[src/rtl/imem_loader.sv]
// Byte-stream instruction memory loader: assembles MSB-first words and holds the CPU in reset until loaded.
// Optional trailing-byte checksum check enabled by defining IMEM_LOADER_CHECKSUM_EN.
module imem_loader (
    input  logic        clk,
    input  logic        Reset,
    input  logic        start,
    input  logic [5:0]  word_count,
    input  logic        s_valid,
    input  logic [7:0]  s_data,
    output logic        s_ready,
    output logic        wr_en,
    output logic [4:0]  wr_addr,
    output logic [31:0] wr_data,
    output logic        cpu_reset_n,
    output logic        busy,
    output logic        done,
    output logic        err
);

`ifdef IMEM_LOADER_CHECKSUM_EN
    typedef enum logic [2:0] {IDLE, RECV, WRITE, CHECK, DONE} state_t;
`else
    typedef enum logic [2:0] {IDLE, RECV, WRITE, DONE} state_t;
`endif

    state_t      state;
    state_t      stateNext;
    logic [5:0]  count;
    logic [4:0]  wordIdx;
    logic [1:0]  byteIdx;
    logic [23:0] wordBuf;
`ifdef IMEM_LOADER_CHECKSUM_EN
    logic [7:0]  sum;
`endif

    logic        accept;
    logic        startOk;
    logic        lastWord;
    logic        idleOrDone;

    logic        sReadyNext;
    logic        wrEnNext;
    logic [4:0]  wrAddrNext;
    logic [31:0] wrDataNext;
    logic        cpuRstNext;
    logic        busyNext;
    logic        doneNext;
    logic        errNext;

    assign accept     = s_valid & s_ready;
    assign startOk    = start & (word_count != 6'd0);
    assign lastWord   = (({1'b0, wordIdx}) + 6'd1) == count;
    assign idleOrDone = (state == IDLE) || (state == DONE);

    // State and registered outputs
    always_ff @(posedge clk) begin
        if (!Reset) begin
            state       <= IDLE;
            s_ready     <= 1'b0;
            wr_en       <= 1'b0;
            wr_addr     <= 5'd0;
            wr_data     <= 32'd0;
            cpu_reset_n <= 1'b0;
            busy        <= 1'b0;
            done        <= 1'b0;
            err         <= 1'b0;
        end else begin
            state       <= stateNext;
            s_ready     <= sReadyNext;
            wr_en       <= wrEnNext;
            wr_addr     <= wrAddrNext;
            wr_data     <= wrDataNext;
            cpu_reset_n <= cpuRstNext;
            busy        <= busyNext;
            done        <= doneNext;
            err         <= errNext;
        end
    end

    always_comb begin
        stateNext = state;
        unique case (state)
            IDLE:    if (startOk) stateNext = RECV;
            RECV:    if (accept && byteIdx == 2'd3) stateNext = WRITE;
`ifdef IMEM_LOADER_CHECKSUM_EN
            WRITE:   stateNext = lastWord ? CHECK : RECV;
            CHECK:   if (accept) stateNext = DONE;
`else
            WRITE:   stateNext = lastWord ? DONE : RECV;
`endif
            DONE:    if (startOk) stateNext = RECV;
            default: stateNext = IDLE;
        endcase
    end

    always_comb begin
`ifdef IMEM_LOADER_CHECKSUM_EN
        sReadyNext = (stateNext == RECV) || (stateNext == CHECK);
        busyNext   = stateNext inside {RECV, WRITE, CHECK};
`else
        sReadyNext = stateNext == RECV;
        busyNext   = stateNext inside {RECV, WRITE};
`endif
        doneNext   = stateNext == DONE;
        wrEnNext   = stateNext == WRITE;
        wrAddrNext = wrEnNext ? wordIdx : wr_addr;
        // WRITE is only entered on the cycle byte3 is on s_data
        wrDataNext = wrEnNext ? {wordBuf, s_data} : wr_data;
        errNext    = err;
        if (idleOrDone && startOk)
            errNext = 1'b0;
`ifdef IMEM_LOADER_CHECKSUM_EN
        if (state == CHECK && accept)
            errNext = (sum + s_data) != 8'd0;
`else
        errNext    = 1'b0;
`endif
        cpuRstNext = doneNext & ~errNext;
    end

    // Word assembly, indices and checksum
    always_ff @(posedge clk) begin
        if (!Reset) begin
            count   <= 6'd0;
            wordIdx <= 5'd0;
            byteIdx <= 2'd0;
            wordBuf <= 24'd0;
`ifdef IMEM_LOADER_CHECKSUM_EN
            sum     <= 8'd0;
`endif
        end else begin
            if (idleOrDone && startOk) begin
                count   <= (word_count > 6'd32) ? 6'd32 : word_count;
                wordIdx <= 5'd0;
                byteIdx <= 2'd0;
`ifdef IMEM_LOADER_CHECKSUM_EN
                sum     <= 8'd0;
`endif
            end
            if (state == RECV && accept) begin
                byteIdx <= byteIdx + 2'd1;
                case (byteIdx)
                    2'd0:    wordBuf[23:16] <= s_data;
                    2'd1:    wordBuf[15:8]  <= s_data;
                    2'd2:    wordBuf[7:0]   <= s_data;
                    default: ;
                endcase
`ifdef IMEM_LOADER_CHECKSUM_EN
                sum <= sum + s_data;
`endif
            end
            // The index saturates on the last word so count=32 never wraps
            if (state == WRITE && !lastWord)
                wordIdx <= wordIdx + 5'd1;
        end
    end

endmodule

[config.mk]
export PLATFORM = sky130hd
export DESIGN_NAME = imem_loader
export DESIGN_NICKNAME = d
export VERILOG_FILES = /design/src/rtl/imem_loader.sv
export SDC_FILE = /design/constraint.sdc
export NUM_CORES = 1
export LEC_CHECK = 0
export ABC_CLOCK_PERIOD_IN_PS = 1900
export CELL_PAD_IN_SITES_DETAIL_PLACEMENT = 0
export CELL_PAD_IN_SITES_GLOBAL_PLACEMENT = 1
export CORE_ASPECT_RATIO = 0.9
export CORE_UTILIZATION = 38
export CTS_BUF_LIST = sky130_fd_sc_hd__clkbuf_8
export CTS_CLUSTER_SIZE = 25
export DETAILED_ROUTE_END_ITERATION = 12
export HOLD_SLACK_MARGIN = 0.12
export PLACE_DENSITY = 0.82
export SYNTH_ARGS = -nofsm -noshare
export SYNTH_HDL_FRONTEND = slang
export SYNTH_SLANG_ARGS = --single-unit
[constraint.sdc]
create_clock -name clk -period 1.9 [get_ports clk]
set_input_delay 0.38 -clock clk [delete_from_list [all_inputs] [get_ports clk]]
set_output_delay 0.38 -clock clk [all_outputs]
set_load 0.05 [all_outputs]
==> metrics.md <==
| Metric | Value |
|---|---|
| CP max-delay cell | or4_4 |
| Achievable Freq | 509.6 MHz |
| DRC | 0 |
| Root buf cell | clkbuf_8 |
| CTS sink cnt | 81 |
| Xor/xnor share of the synthesized area | under 10% |
| Finished Core Util | between 50% and 60% |
| GRT Total Usage | 21.17% |
| Setup tns final | -0.8786 ns |
| TritonCTS buffer count | 9 |
| Post-synth top area cell | dfxtp_1 |
| Vias per cell | ~5.5 |
| Final worst setup slack | -0.06214 ns |
| Diodes inserted | 0 |
| Initial antenna violation count | 0 |
| R2R Path Start | wordIdx[1] |
| Share of cells above drive strength 1 | ~29% |
| Status | complete, but fails checks |
| Cell Area, Synth | approximately 0.0039 mm^2 |
| Clock transition at the registers of the reported paths | 0.10 ns |
| Bufs on Longest Clock Path | 2 |
| DIE AREA | 0.01079 mm^2 |
| Crit-path cells | ha_4 -> xnor2_2 -> nand3_1 -> or4_4 -> nor2_8 -> clkbuf_16 -> o221ai_1 |
| Failing checks | setup timing |
| Vias in the first global route | between 3000 and 4000 |
| H-tree depth | 3 |
| Syn-to-layout area delta | 37.64% |
| Syn. warnings | 0 |
| Arr. time, crit path | roughly 2.2 ns |
| Yosys top cell area share | slightly above 40% |
| WS Path Type | reg -> reg |
| Syn avg cell area | around 8.6 um^2 |
| WHS | about 0.41 ns |
| Post-synthesis mux area share | less than 1% |
| Critical Path RT | approximately 2.2 ns |
| Hold Crit Endpoint | count[3] |
| Internal reg-to-reg setup slack | -0.06 ns |
| Sequential Area | between 0.0015 and 0.002 mm^2 |
| Slew Viols, Final | 0 |
| Mapped Cells | 460 |
| Number of cells on the worst hold path | 3 |
| Multi-input gate area | 0.002253 mm^2 |
| Placed inst area | around 0.0047 mm^2 |
| DRT Pass-1 Iters | 4 |
| Starting Density | 39.95% |
| Largest net degree at the start of global routing | 68 |
| First-pass GRT wire length | roughly 18000 um |
| Post-Place Cells | roughly 640 |
| GRT overflow | 0 |
| Routed WL per cell | roughly 17 um |
| Final min period | approximately 2 ns |
| Slowest stage delay, CP | 0.48 ns |
| Simple-gate share of the synthesized area | approximately 29% |
| Synth Area in Adders | under 10% |
| RSZ-0062 raised after global routing | true |
| Vias | about 3700 |
| Critical Path Sink Type | register |
| Largest family of logic cells by synthesized area | simple AND/OR/NAND/NOR gates |
| Hold/Removal Path Class | in -> reg |
| Final Cycle Share | 103.3% |
| Core ar. | around 0.0099 mm^2 |
| Flops & latches, synth | 81 |
| # fillers | approximately 900 |
| Final ANT Viol Nets | 0 |
| Hold Crit Start | word_count[3] |
| Library cells used by synthesis | 46 |
| Worst VDD drop | 0.3038 mV |
| Design area | between 0.005 and 0.006 mm^2 |
| Clk_skew | between 0.02 and 0.025 ns |
| Max_cap viols | 0 |
| FF-to-FF End | wr_data[30] |
| Hold buffer count at cts | 0 |
| Routed WL | 11130 um |
| DPL Wire Length | approximately 6900 um |
| Non-filler instance count after layout | 668 |
| Insertion delay to the later sink of the worst-skew pair | roughly 0.36 ns |
| Dominant cells by area after synthesis | dfxtp_1 41%, nand3_1 14%, nand2_1 6.3%, o221ai_1 5.3%, a21boi_0 5.1% |
| Die height | 98.63 um |
| Sequential area share after synthesis | roughly 40% |
| Pwr Density | approximately 650 mW/mm^2 |
| Leakage | 0.001937 uW |
| Iteration-0 DRC count of the detailed router | ~180 |
| Nets | 561 |
| Rows | 34 |
| Die X | between 100 and 150 um |
| Endpoints failing setup | 33 |
| TritonCTS clock tree | yes |
| Ports | 61 |
| Startpoint Class | register |
| Worst Path Max Fanout | 11 |
| Synth Area in Compound Gates | between 10% and 20% |
| Hold Violations, Final | 0 |
| Port bufs | 59 |
| Routability cong. | 0.7874 |
| Reg2Reg Depth | 7 |
-- per-layer routing --
| layer | wire (um) | GRT usage, % | share of wire, % | up-vias |
|---|---|---|---|---|
| li1 | - | - | - | 1842 |
| met1 | 5448 | 31.25 | 49 | 1766 |
| met2 | 5081 | 31.20 | 46 | 83 |
| met3 | 505 | 4.167 | 4.5 | 10 |
| met4 | 89 | 5.538 | 0.80 | 0 |
| met5 | 0 | 0 | 0 | - |
-- power by group --
group / total, uW / switching, uW / internal (uW)
logic: 289 / 173 / 115
registers: 1710 / 7.91 / 1700
clock network: 1530 / 655 / 873
-- sequential cells by signal (all words and copies together) (netlist names) --
name	flops
wr_data	32
wordBuf	24
count	6
wordIdx	5
wr_addr	5
state	3
byteIdx	2
busy	1
done	1
s_ready	1
wr_en	1
-- Yosys cell counts (all sizes together) --
library cell  count
a21boi           33
a21o              2
a21oi             6
a31oi             1
and2              9
and4              1
and4b             2
buf              13
clkbuf           31
conb              1
dfxtp            81
ha                5
inv               6
mux2i             3
nand2            66
nand2b            2
nand3           112
nand3b            3
nand4             6
nand4bb           1
nor2              4
nor2b             1
nor3              2
nor3b             1
o211ai            6
o21ai             3
o221ai           34
o22ai             2
o311ai            2
o31ai             2
o41ai             1
or2               1
or3               2
or3b              5
or4               3
xnor2             3
xor2              4
-- layout by cell type, fill, tap and decap left out, types with 8 or more instances in the layout --
cell type	n
dfxtp_1	78
and2_1	8
o221ai_1	20
o221ai_2	14
clkdlybuf4s50_1	10
nand2_1	64
nand3_1	105
buf_12	8
buf_4	69
clkbuf_8	9
a21boi_0	25
a21boi_1	8
-- cell type report --
type                            count  share of cell area (%)
Clock buffer                        9                   2.283
Clock inverter                      6                   2.121
Inverter                            6                  0.4150
Multi-Input combinational cell    330                   41.53
Sequential cell                    81                   30.00
Tap cell                          126                   2.905
Timing Repair Buffer              110                   20.75
-- cells by family after synthesis --
family	Yosys count
AOI/OAI and AO/OA	92
xor gates and xnor gates	7
adders and majority gates	5
buffers and inverters	50
DFF	81
muxes	3
other	1
and+or+nand+nor	221
-- how the worst max path moves through the flow --
stage	slack, ns	cells after the start	start	endpoint
after floorplan	0.006	6	word_count[2]	busy
after global placement	-0.54	7	word_count[2]	busy
after detailed placement	-0.57	7	word_count[2]	wr_data[30]
after CTS	-0.06	7	wordIdx[0]	wr_data[31]
after global routing	-0.11	7	wordIdx[1]	wr_data[30]
final	-0.06	7	wordIdx[1]	wr_data[30]
-- what timing repair did --
item	4_1_cts	5_1_grt
cloned	5	2
pin swaps	34	4
setup buffers	12	1
endpoints found under the setup margin	55	54
gates resized for setup	53	23
-- critical path: cells and delay by family (launching register included) --
kind	cells	cell delay, ns
buf+inv	1	0.21
flops	1	0.37
fa+ha+maj	1	0.28
simple gates	3	0.76
compound gates	1	0.13
xor+xnor	1	0.11
-- stage by stage --
stage | worst slack, ns | power, uW
3_3_place_gp | -0.5392 | 1992
6_report | -0.06214 | 3529
2_1_floorplan | 0.005895 | 1885
4_1_cts | -0.05600 | 3545
5_1_grt | -0.1107 | 3654
3_5_place_dp | -0.5729 | 1996
Note: power is estimated with default switching activity, not from simulation.
==> RTL change 1 (same settings) <==
Add a define of `IMEM_LOADER_CHECKSUM_EN`.
--- a/src/rtl/imem_loader.sv
+++ b/src/rtl/imem_loader.sv
@@ -1,5 +1,7 @@
 // Byte-stream instruction memory loader: assembles MSB-first words and holds the CPU in reset until loaded.
 // Optional trailing-byte checksum check enabled by defining IMEM_LOADER_CHECKSUM_EN.
+`define IMEM_LOADER_CHECKSUM_EN
+
 module imem_loader (
     input  logic        clk,
     input  logic        Reset,
Behaviour: not the same (Yosys sat finds a counterexample within 10 cycles, from zero or initial values and one cycle with Reset low).
==> RTL change 1 against the unedited design <==
  * The flow still finishes with violations (negative setup slack)
  * Sequential cell count up 10
  * Routed wire length is 12% lower
  * Final area fell by 3.0%
  * Area after synthesis down 3.2%
  * Sequential power up 13%
  * Via count fell by 5.0%
  * Worst setup slack worse by 0.13 ns
  * Clock skew decreased by 0.012 ns
  * Total power grew 9.4%
  * Critical path type unchanged
  * Highest routed layer unchanged
==> RTL change 1: results <==
[setup_path]
slowest_delay_ns = 0.44
path_max_fanout = 2
critPathArrivalTime_ns = 2.35
ff2ff_path_depth = 7

[grt]
grt_pass1_vias = 3361
grt_max_degree = 36
grt_usage = 0.193
grt_first_pass_wirelength_um = 16000

[clocking]
htree_levels = 3

[layout]
final_nets = 600
drive_gt1_frac = 0.235
reg_top3 = wr_data x32, wordBuf x24, sum x8

[route]
routed-wl-met2_um = 4470
met3_length_um = 480
wl_met1_um = 4700
wl_per_cell_um = 13.9
vias_per_cell = 5.02
drt_first_iter_violations = 122

[min_path]
hold_class = register to register
min_delay_path_depth = 2

[place]
dpl_cell_area_um2 = 4760
hpwl_um = 6890
place.gp.congestion = 0.818

[synthesis]
ys_top_cells_by_area = dfxtp_1 (48%), nand2_1 (14%), a21oi_1 (11%), ha_1 (3.9%), nor2_1 (2.2%)
synth-seq-area-share = 0.477
synth_edf_count = 0
ys_types = 42
synth_common_cells = nand2_1 (143), dfxtp_1 (91), a21oi_1 (82)

[sta]
setup_viol_count_final = 3
setup_tns_ns = -0.364
clock_skew_ns = 0.00881
setup_slack_ns = -0.191

[pwr]
ir_worst_vdd_mv = 0.453
p_leak_uw = 0.00218

[run_status]
violations = negative setup slack
status = finished with violations
[RTL change 1: cell type report]
| cell class | instances | area (um^2) |
|---|---|---|
| clock inverters | 6 | 111 |
| flip-flops and latches | 91 | 1830 |
| repair buffers | 109 | 970 |
| fillers | 913 | 4430 |
| clock buffers | 10 | 138 |
| multi-input cells | 352 | 2030 |
| well taps | 126 | 158 |
| inverters | 6 | 22.5 |
[RTL change 1: power by group]
part,internal (uW),leakage (uW),switching (uW)
Clock,913,0.000123,701
Sequential,1920,0.000739,13.2
Combinational,141,0.00132,170
[RTL change 1: metal layers]
metal,GRT usage,vias up
li1,-,1773
met1,0.257,1636
met5,0,-
met3,0.0355,11
met4,0.0622,0
met2,0.313,95
[RTL change 1: worst max-delay path, delay by kind of cell (launching register included)]
kind            cells  cell delay, ns
fa+ha+maj           2            0.53
xor+xnor            1            0.17
simple gates        3            0.82
compound gates      1            0.14
flops               1            0.34
[RTL change 1: through the flow]
step	setup slack (ns)	power [uW]	hold slack [ns]	utilization	std cells
6_report	-0.191	3860	0.453	0.543	700
5_1_grt	-0.291	3990	0.470	0.543	700
3_5_place_dp	-0.811	2260	0.443	0.491	679
3_3_place_gp	-0.717	2260	0.444	0.491	679
2_1_floorplan	-0.0569	2110	0.432	-	478
4_1_cts	-0.218	3870	0.456	0.524	698
[RTL change 1: cells by family after synthesis]
kind of cell	after synthesis	share of synthesized area
muxes	2	0.00525
adders and majority gates	13	0.0446
DFF	91	0.477
AOI/OAI and AO/OA	106	0.152
buffers and inverters	35	0.0426
and+or+nand+nor	218	0.249
xor gates and xnor gates	13	0.0298
[RTL change 1: worst paths after layout]
kind,from,endpoint,slack (ns)
max,sum[0]$_SDFFE_PN0P_,err$_SDFF_PN0_,-0.19
min,wordBuf[7]$_SDFFE_PN0P_,wr_data[15]$_SDFFE_PN0P_,0.45
max reg2reg,sum[0]$_SDFFE_PN0P_,err$_SDFF_PN0_,-0.19
min reg2reg,wordBuf[7]$_SDFFE_PN0P_,wr_data[15]$_SDFFE_PN0P_,0.45
[RTL change 1: timing repair]
item                       CTS  global route
gates resized for setup     19            43
setup buffers                3             1
hold buffers                 0             0
setup endpoints to repair   28            30
cloned                       0             1
pin swaps                   13            16
==> RTL change 2 (same flow settings) <==
Without the edit above. Make the reset (`Reset`) asynchronous in 2 clocked blocks.
--- a/src/rtl/imem_loader.sv
+++ b/src/rtl/imem_loader.sv
@@ -53,7 +53,7 @@
     assign idleOrDone = (state == IDLE) || (state == DONE);
 
     // State and registered outputs
-    always_ff @(posedge clk) begin
+    always_ff @(posedge clk or negedge Reset) begin
         if (!Reset) begin
             state       <= IDLE;
             s_ready     <= 1'b0;
@@ -119,7 +119,7 @@
     end
 
     // Word assembly, indices and checksum
-    always_ff @(posedge clk) begin
+    always_ff @(posedge clk or negedge Reset) begin
         if (!Reset) begin
             count   <= 6'd0;
             wordIdx <= 5'd0;
Behaviour: differs if Reset is asserted again (counterexample within 4 cycles, from zero or initial values and one cycle with Reset low); with Reset held inactive, the same outputs for 10 cycles.
==> RTL change 2 against the unedited design <==
  * The run still ends with negative setup slack left
  * Sequential cell count stayed put
  * Final area down 14%
  * Total power grew 6.2%
  * Core utilization shrank 1.1 points
  * Worst hold slack better by 0.055 ns
  * Area after synthesis shrank 14%
  * Count of clock-buffer cells in the layout did not move
  * Routed wire length shrank 34%
  * Critical path type unchanged
  * Worst setup slack got worse by 0.096 ns
  * Sequential power up 9%
==> RTL change 2: results <==
[setup_path]
critPathArrivalTime_ns = 2.31
slowest_delay_ns = 0.54

[synthesis]
async_flop_share = 1.00
synth-seq-area-share = 0.595
synthMostInstantiatedCell = nand2_1
synth_common_cells = nand2_1 (122), dfrtp_1 (81), mux2_2 (25)
ys_types = 42

[grt]
grt_usage = 0.173
grt_first_pass_wirelength_um = 12400
grt_max_degree = 36
grt_use_met3 = 0.0434
grt_pass1_vias = 2620
grt_use_met2 = 0.288

[place]
place.gp.congestion = 0.786
hpwl_um = 5080
dpl_cell_area_um2 = 4320

[run_status]
status = finished with violations
violations = negative setup slack

[min_path]
hp-start = wordBuf[17]$_DFFE_PN0P_
hold_class = register to register

[clocking]
post_cts_resized = 31
postCtsHoldBufs = 1

[pwr]
p_seq_frac = 0.499
power.share.clock = 0.413
p_sw_frac = 0.234

[layout]
drive_gt1_frac = 0.254
final_nets = 440

[sta]
setup_viol_count_final = 8
clock_skew_ns = 0.00585
setup_slack_ns = -0.158

[route]
wl_per_cell_um = 13.5
[RTL change 2: area by class of cell]
class	count	area (um^2)	share of cell area
inverter	8	30.0	0.00644
clock buffer	9	124	0.0266
multi-input combinational	224	1390	0.298
tap	119	149	0.0319
sequential	81	2030	0.435
clock inverter	7	126	0.0271
timing repair buffer	93	815	0.175
[RTL change 2: metrics by stage]
stage | setup WS (ns) | TNS [ns] | instances
2_1_floorplan | -0.0728 | -0.115 | 328
6_report | -0.158 | -0.586 | 541
3_3_place_gp | -0.327 | -7.04 | 522
3_5_place_dp | -0.438 | -8.53 | 522
4_1_cts | -0.161 | -0.631 | 540
5_1_grt | -0.211 | -1.14 | 541
[RTL change 2: worst paths after layout]
check	cells after the start	slack (ns)	endpoint
max	6	-0.16	busy$_DFF_PN0_
min	2	0.46	wr_data[25]$_DFFE_PN0N_
max reg2reg	6	-0.16	busy$_DFF_PN0_
min reg2reg	2	0.46	wr_data[25]$_DFFE_PN0N_
max in group asynchronous	3	0.78	wr_data[6]$_DFFE_PN0N_
min in group asynchronous	2	0.52	wordBuf[13]$_DFFE_PN0P_
[RTL change 2: worst max-delay path: cells and delay by family (launching register included)]
kind,cells,cell delay [ns]
and+or+nand+nor,4,1.10
xor gates and xnor gates,1,0.13
DFF,1,0.45
adders and majority gates,1,0.27
[RTL change 2: cells by family (layout without fill, tap and decap cells)]
family,Yosys count,after routing,synth area share
DFF,81,81,0.595
xor gates and xnor gates,8,8,0.0206
adders and majority gates,5,5,0.0184
other,1,2,0.00110
muxes,27,27,0.0885
and+or+nand+nor,156,156,0.196
AOI/OAI and AO/OA,26,26,0.0529
buffers and inverters,23,117,0.0279
[RTL change 2: metal layers]
metal,share of wire,up-vias
li1,-,1253
met3,0.033,6
met2,0.48,40
met1,0.48,1225
met5,0,-
met4,0.0074,0
